`src/rtl/bmu_iter_unit.sv`:
```
// bmu_iter_unit: chunked multi-cycle CLZ/CTZ/CPOP/BEXT/BDEP engine with valid/ready and flush.
// BDEP (op 4) is built only when BMU_BDEP_EN is defined; otherwise op 4 completes as illegal.
module bmu_iter_unit #(
  parameter int XLEN  = 32,
  parameter int CHUNK = 8
) (
  input  logic            clk,
  input  logic            rst_l,
  input  logic            flush,
  input  logic            valid_in,
  input  logic [2:0]      op,
  input  logic [XLEN-1:0] a_in,
  input  logic [XLEN-1:0] b_in,
  output logic            ready,
  output logic            busy,
  output logic            valid_out,
  output logic [XLEN-1:0] result_ff,
  output logic            error
);
  localparam int K  = XLEN / CHUNK;
  localparam int CW = $clog2(K + 1);
  localparam int PW = $clog2(XLEN + 1);
  localparam logic [2:0] OP_CLZ  = 3'd0;
  localparam logic [2:0] OP_CTZ  = 3'd1;
  localparam logic [2:0] OP_CPOP = 3'd2;
  localparam logic [2:0] OP_BEXT = 3'd3;
  localparam logic [2:0] OP_BDEP = 3'd4;

  if (XLEN % CHUNK != 0) begin : g_bad_params
    $error("bmu_iter_unit: XLEN must be a multiple of CHUNK");
  end

  typedef enum logic [1:0] {IDLE, RUN, DONE} state_t;

  state_t          state_q, state_d;
  logic [2:0]      op_q, op_d;
  logic [XLEN-1:0] a_q, a_d, b_q, b_d, acc_q, acc_d, res_q, res_d;
  logic [PW-1:0]   ptr_q, ptr_d;
  logic [CW-1:0]   cnt_q, cnt_d;
  logic            found_q, found_d, err_q, err_d;
  logic            legal;
  logic [CW-1:0]   cidx;
  int              base;
  logic [CHUNK-1:0] ca, cb;
  logic [XLEN-1:0] acc_v;
  logic [PW-1:0]   ptr_v;
  logic            found_v, abit, bbit;

`ifdef BMU_BDEP_EN
  logic [XLEN-1:0] atmp;
  assign legal = op <= OP_BDEP;
`else
  assign legal = op <= OP_BEXT;
`endif

  assign ready     = state_q == IDLE;
  assign busy      = state_q != IDLE;
  assign valid_out = state_q == DONE;
  assign error     = (state_q == DONE) & err_q;
  assign result_ff = res_q;

  // One chunk per RUN cycle: CLZ walks chunks and bits MSB-first, everything else LSB-first.
  always_comb begin
    cidx    = (op_q == OP_CLZ) ? CW'(K - 1) - cnt_q : cnt_q;
    base    = int'(cidx) * CHUNK;
    ca      = CHUNK'(a_q >> base);
    cb      = CHUNK'(b_q >> base);
    acc_v   = acc_q;
    ptr_v   = ptr_q;
    found_v = found_q;
`ifdef BMU_BDEP_EN
    atmp    = '0;
`endif
    for (int j = 0; j < CHUNK; j++) begin
      abit = (op_q == OP_CLZ) ? ca[CHUNK-1-j] : ca[j];
      bbit = cb[j];
      if (op_q == OP_CLZ || op_q == OP_CTZ) begin
        if (!found_v) begin
          if (abit) found_v = 1'b1;
          else acc_v = acc_v + XLEN'(1);
        end
      end else if (op_q == OP_CPOP) begin
        acc_v = acc_v + XLEN'(abit);
      end else if (op_q == OP_BEXT && bbit) begin
        acc_v = acc_v | (XLEN'(abit) << ptr_v);
        ptr_v = ptr_v + PW'(1);
      end
`ifdef BMU_BDEP_EN
      else if (op_q == OP_BDEP && bbit) begin
        atmp  = a_q >> ptr_v;
        acc_v = acc_v | (XLEN'(atmp[0]) << (base + j));
        ptr_v = ptr_v + PW'(1);
      end
`endif
    end
  end

  always_comb begin
    state_d = state_q;
    op_d    = op_q;
    a_d     = a_q;
    b_d     = b_q;
    acc_d   = acc_q;
    ptr_d   = ptr_q;
    cnt_d   = cnt_q;
    found_d = found_q;
    err_d   = err_q;
    res_d   = res_q;
    if (flush) begin
      state_d = IDLE;
    end else begin
      case (state_q)
        IDLE: if (valid_in) begin
          op_d    = op;
          a_d     = a_in;
          b_d     = b_in;
          acc_d   = '0;
          ptr_d   = '0;
          cnt_d   = '0;
          found_d = 1'b0;
          err_d   = !legal;
          res_d   = legal ? res_q : '0;
          state_d = legal ? RUN : DONE;
        end
        RUN: if (cnt_q == CW'(K)) begin
          res_d   = acc_q;
          state_d = DONE;
        end else begin
          acc_d   = acc_v;
          ptr_d   = ptr_v;
          found_d = found_v;
          cnt_d   = cnt_q + CW'(1);
        end
        default: state_d = IDLE;
      endcase
    end
  end

  always_ff @(posedge clk or negedge rst_l) begin
    if (!rst_l) begin
      state_q <= IDLE;
      op_q    <= '0;
      a_q     <= '0;
      b_q     <= '0;
      acc_q   <= '0;
      ptr_q   <= '0;
      cnt_q   <= '0;
      found_q <= 1'b0;
      err_q   <= 1'b0;
      res_q   <= '0;
    end else begin
      state_q <= state_d;
      op_q    <= op_d;
      a_q     <= a_d;
      b_q     <= b_d;
      acc_q   <= acc_d;
      ptr_q   <= ptr_d;
      cnt_q   <= cnt_d;
      found_q <= found_d;
      err_q   <= err_d;
      res_q   <= res_d;
    end
  end
endmodule
```
`config.mk`:
```
export PLATFORM = sky130hd
export DESIGN_NAME = bmu_iter_unit
export DESIGN_NICKNAME = d
export VERILOG_FILES = /design/src/rtl/bmu_iter_unit.sv
export SDC_FILE = /design/constraint.sdc
export NUM_CORES = 2
export LEC_CHECK = 0
export CELL_PAD_IN_SITES_DETAIL_PLACEMENT = 1
export CELL_PAD_IN_SITES_GLOBAL_PLACEMENT = 1
export CORE_ASPECT_RATIO = 1.2
export CORE_MARGIN = 2
export CORE_UTILIZATION = 47
export CTS_BUF_LIST = sky130_fd_sc_hd__clkbuf_8
export DETAILED_ROUTE_END_ITERATION = 8
export GPL_TIMING_DRIVEN = 0
export PLACE_DENSITY_LB_ADDON = 0.05
export RECOVER_POWER = 25
export SLEW_MARGIN = 20
export SYNTH_ARGS = -nofsm -noshare
export SYNTH_HDL_FRONTEND = slang
export SYNTH_SLANG_ARGS = --single-unit
```
`constraint.sdc`:
```
create_clock -name clk -period 12.8 [get_ports clk]
set_input_delay 2.56 -clock clk [delete_from_list [all_inputs] [get_ports clk]]
set_output_delay 2.56 -clock clk [all_outputs]
set_load 0.05 [all_outputs]
```
==> results.py <==
metrics = {
    "sta": {
        "fmaxAchievable_mhz": 74.7,
        "worst-slew-pin-transition_ns": 5.08,
        "layout_min_cycle_time_ns": 13.38,
        "finClkSkew_ns": 0.0235,
        "hold_viol_final": 0,
        "setup_ws_ns": -0.585,
        "timing.final.setup_violations": 17,
        "finalMaxSlewViolations": 147,
        "final_cycle_utilization_of_the_critical_path": 1.05,
        "slew_limit_headroom": -2.38,
        "fin_setup_tns_ns": -4.03,
        "hold-worst-slack_ns": 0.496,
    },
    "grt": {
        "groute.usage.overall": 0.544,
        "grt_antenna_before_repair": 14,
        "global_route.overflow_total": 0,
        "grt_first_pass_wirelength_mm": 228,
        "grt_start_max_net_pins": 92,
        "grt_pass1_vias": 35081,
    },
    "setup_path": {
        "cp-start-kind": "flip-flop",
        "worst-endpoint-required_ns": 13.21,
        "timing.critical_path.slowest_cell_delay_ns": 0.73,
        "rr_endpoint": "acc_q[31]",
        "critical_path.most_common_cell": "clkbuf_2",
        "worstSetupPathType": "reg2reg",
        "r2r_cells": 31,
        "kind_of_capture_point_of_the_worst_setup_path": "flip-flop",
        "cp_max_fo": 12,
        "timing.critical_path.buf_inv": 20,
        "reg2reg_setup_slack_ns": -0.58,
        "cpLargestDelayFamily": "buffers and inverters",
        "cp.arrival_ns": 13.79,
        "critical_register_to_register_path_startpoint": "op_q[1]",
        "crit_slowest_cell": "buf_1",
    },
    "yosys": {
        "synth_compound_gate_area_share": 0.320,
        "synthMuxAreaShare": 0.0867,
        "synth.cell_area_sq_mm": 0.0249,
        "netlist.top_cell.by_area": "dfrtp_1",
        "most_frequently_used_cell_type_in_the_post_synthesis_netlist": "nand2_1",
        "avgSynthCellArea_sq_um": 6.98,
        "asyncSetResetFlopFracSynth": 1.00,
        "synth_simple_gate_area_frac": 0.351,
        "synthDistinctLibCells": 121,
        "synth-seq-cells": 144,
        "ys_top_cells_by_area": "dfrtp_1 14%, nand2_1 6.2%, o21ai_0 5.0%",
        "synth_xor_area_frac": 0.0368,
        "yosys_most_used_dff": "dfrtp_1",
        "synth_area_in_adders": 0.0176,
        "synth_common_cells": "411 x nand2_1, 325 x nor2_1, 248 x o21ai_0",
        "synthesis.instances": 3570,
        "syn_nets": 3676,
        "synth_top_family_by_area": "simple AND/OR/NAND/NOR gates",
        "synth.yosys.seq_area_share": 0.145,
        "yosys_warnings": 0,
        "netlist.area_leader.share": 0.145,
        "edff_count_synth": 0,
    },
    "clocking": {
        "cts_max_level": 4,
        "post_cts_hold_fix_bufs": 0,
        "clk_transition_reported_paths_ns": 0.10,
        "clock_tree.root_cell": "clkbuf_8",
        "max-clock-path-buffers": 2,
        "clock_tree_sinks": 144,
        "tritoncts.num_buffers": 17,
        "cts_tree": "yes",
        "clkLatencyLatePin_ns": 0.54,
    },
    "floorplan": {
        "io-pin-count": 107,
        "die-height_um": 256,
        "die_x_um": 214,
        "core_area_sq_mm": 0.0525,
        "initial_utilization": 0.475,
        "rows": 92,
        "die_area_sq_mm": 0.0549,
    },
    "pwr": {
        "pwr_cell_area_mw_per_mm2": 177,
        "cellLeakagePower_nw": 9.97,
        "ir_worst_vdd_mv": 0.157,
    },
    "cells_and_area": {
        "multi_input_comb_area_sq_mm": 0.0216,
        "syn_to_final_growth_pct": 17.5,
        "finished_layout_cells": 4486,
        "num-fill-cells": 6692,
        "seqCellArea_sq_mm": 0.00360,
        "post_route_cells_drive_above_1_share": 0.169,
        "layout.nets": 3867,
    },
    "route": {
        "drc": 0,
        "via_count": 36518,
        "ant_nets": 0,
        "detail_route.iter0.violations": 5714,
        "via_per_inst": 8.14,
        "firstDrtPassIters": 7,
        "drt_wl_total_mm": 163,
        "avg_wl_per_cell_um": 36.4,
    },
    "placed_design": {
        "gp_congestion": 1.10,
        "numPlacedInstances": 4382,
        "dp_hpwl_mm": 117,
        "port_buffers": 106,
    },
    "hold_path": {
        "timing.hold.worst.start": "result_ff[5]",
        "hold_end": "result_ff[5]",
        "hold_class": "reg2reg",
        "hold_depth": 2,
    },
    "status": {
        "violations_in_the_final_reports": "max-capacitance violations, max-slew violations, negative setup slack",
        "run_status": "finished with violations",
    },
    "flow_run": {
        "drv_cap": 2,
    },
}
[sequential cells by signal, summed over array words and instances, names as in the netlist]
signal	count
a_q	32
acc_q	32
b_q	32
result_ff	32
ptr_q	6
cnt_q	3
op_q	3
state_q	2
err_q	1
found_q	1
[layout by cell type (no fill, tap or decap), types with 22 or more instances in the layout]
cell / netlist / final
a211oi_1: 53 / 42
a21o_1: 30 / 28
a21oi_1: 163 / 153
a31oi_1: 81 / 78
and2_1: 57 / 57
and3_1: 71 / 70
and4_1: 24 / 23
buf_2: 19 / 32
buf_4: 8 / 79
clkbuf_1: 147 / 104
clkbuf_2: 0 / 23
clkdlybuf4s50_1: 0 / 105
dfrtp_1: 144 / 143
ha_1: 35 / 35
inv_1: 59 / 58
mux2_2: 100 / 98
mux2i_1: 67 / 50
nand2_1: 411 / 407
nand2b_1: 22 / 22
nand3_1: 190 / 180
nand4_1: 99 / 99
nor2_1: 325 / 312
nor3_1: 167 / 141
nor3_2: 8 / 29
nor4_1: 83 / 63
o211ai_1: 87 / 87
o21a_1: 26 / 25
o21ai_0: 248 / 236
o21ai_1: 28 / 32
o22ai_1: 30 / 28
o31ai_1: 55 / 50
or2_2: 41 / 41
or3_1: 59 / 57
or4_1: 30 / 26
xnor2_1: 74 / 68
[where the power goes]
part           internal (mW)  leakage [nW]  total, mW  switching [mW]
Combinational           1.23          7.92       4.16            2.93
Clock                  0.168         0.198      0.408           0.240
Sequential             0.522          1.85      0.627           0.105
[routing by layer]
| metal | vias up | wire length [um] | global-route usage | part of all wire |
|---|---|---|---|---|
| met4 | 10 | 20300 | 0.500 | 0.12 |
| met5 | - | 69 | 0 | 0.00042 |
| met2 | 3512 | 67000 | 0.817 | 0.41 |
| met1 | 17294 | 53900 | 0.609 | 0.33 |
| met3 | 1412 | 22200 | 0.182 | 0.14 |
| li1 | 14290 | - | - | - |
[worst max-delay path by stage]
stage	startpoint	end	slack (ns)	cells past startpoint
6_report	op_q[1]	acc_q[31]	-0.58	31
5_1_grt	cnt_q[1]	acc_q[25]	-0.72	46
4_1_cts	cnt_q[0]	acc_q[31]	0.01	40
3_5_place_dp	op_q[1]	acc_q[31]	-5.27	33
3_3_place_gp	op_q[1]	acc_q[31]	-5.62	34
2_1_floorplan	op_q[0]	acc_q[25]	1.50	46
[through the flow]
stage | utilization | power (mW) | setup slack [ns] | cell area, sq um
finish | 0.558 | 5.19 | -0.585 | 29300
global route | 0.558 | 5.31 | -0.716 | 29300
CTS | 0.535 | 4.56 | 0.00987 | 28100
detailed placement | 0.514 | 4.04 | -5.27 | 27000
global placement | 0.512 | 3.86 | -5.62 | 26900
floorplan | - | 2.84 | 1.50 | 24900
[repair_timing]
action / 4_1_cts / 5_1_grt
pin swaps: 15 / 33
gates resized for setup: 137 / 201
buffers inserted: 22 / 48
endpoints found under the setup margin: 33 / 21
gates cloned: 0 / 1
[tightest hold or removal path: cells and delay by family (launching register included)]
family / cells / cell delay, ns
AOI/OAI and AO/OA: 1 / 0.07
and+or+nand+nor: 1 / 0.04
DFF: 1 / 0.35
[cell families after synthesis]
| family | Yosys count |
|---|---|
| and+or+nand+nor | 1697 |
| AOI/OAI and AO/OA | 1141 |
| buffers and inverters | 268 |
| muxes | 185 |
| DFF | 144 |
| xor gates and xnor gates | 100 |
| adders and majority gates | 35 |
[area by class of cell]
type                    count  area share
diodes                      7    0.000598
plain buffers             193      0.0308
clock buffers              19     0.00893
clock inverters            13     0.00440
inverters                  67     0.00871
multi-input cells        3158       0.739
flip-flops and latches    144       0.123
well taps                 705      0.0301
repair buffers            180      0.0547
(Power assumes the default switching activity.)
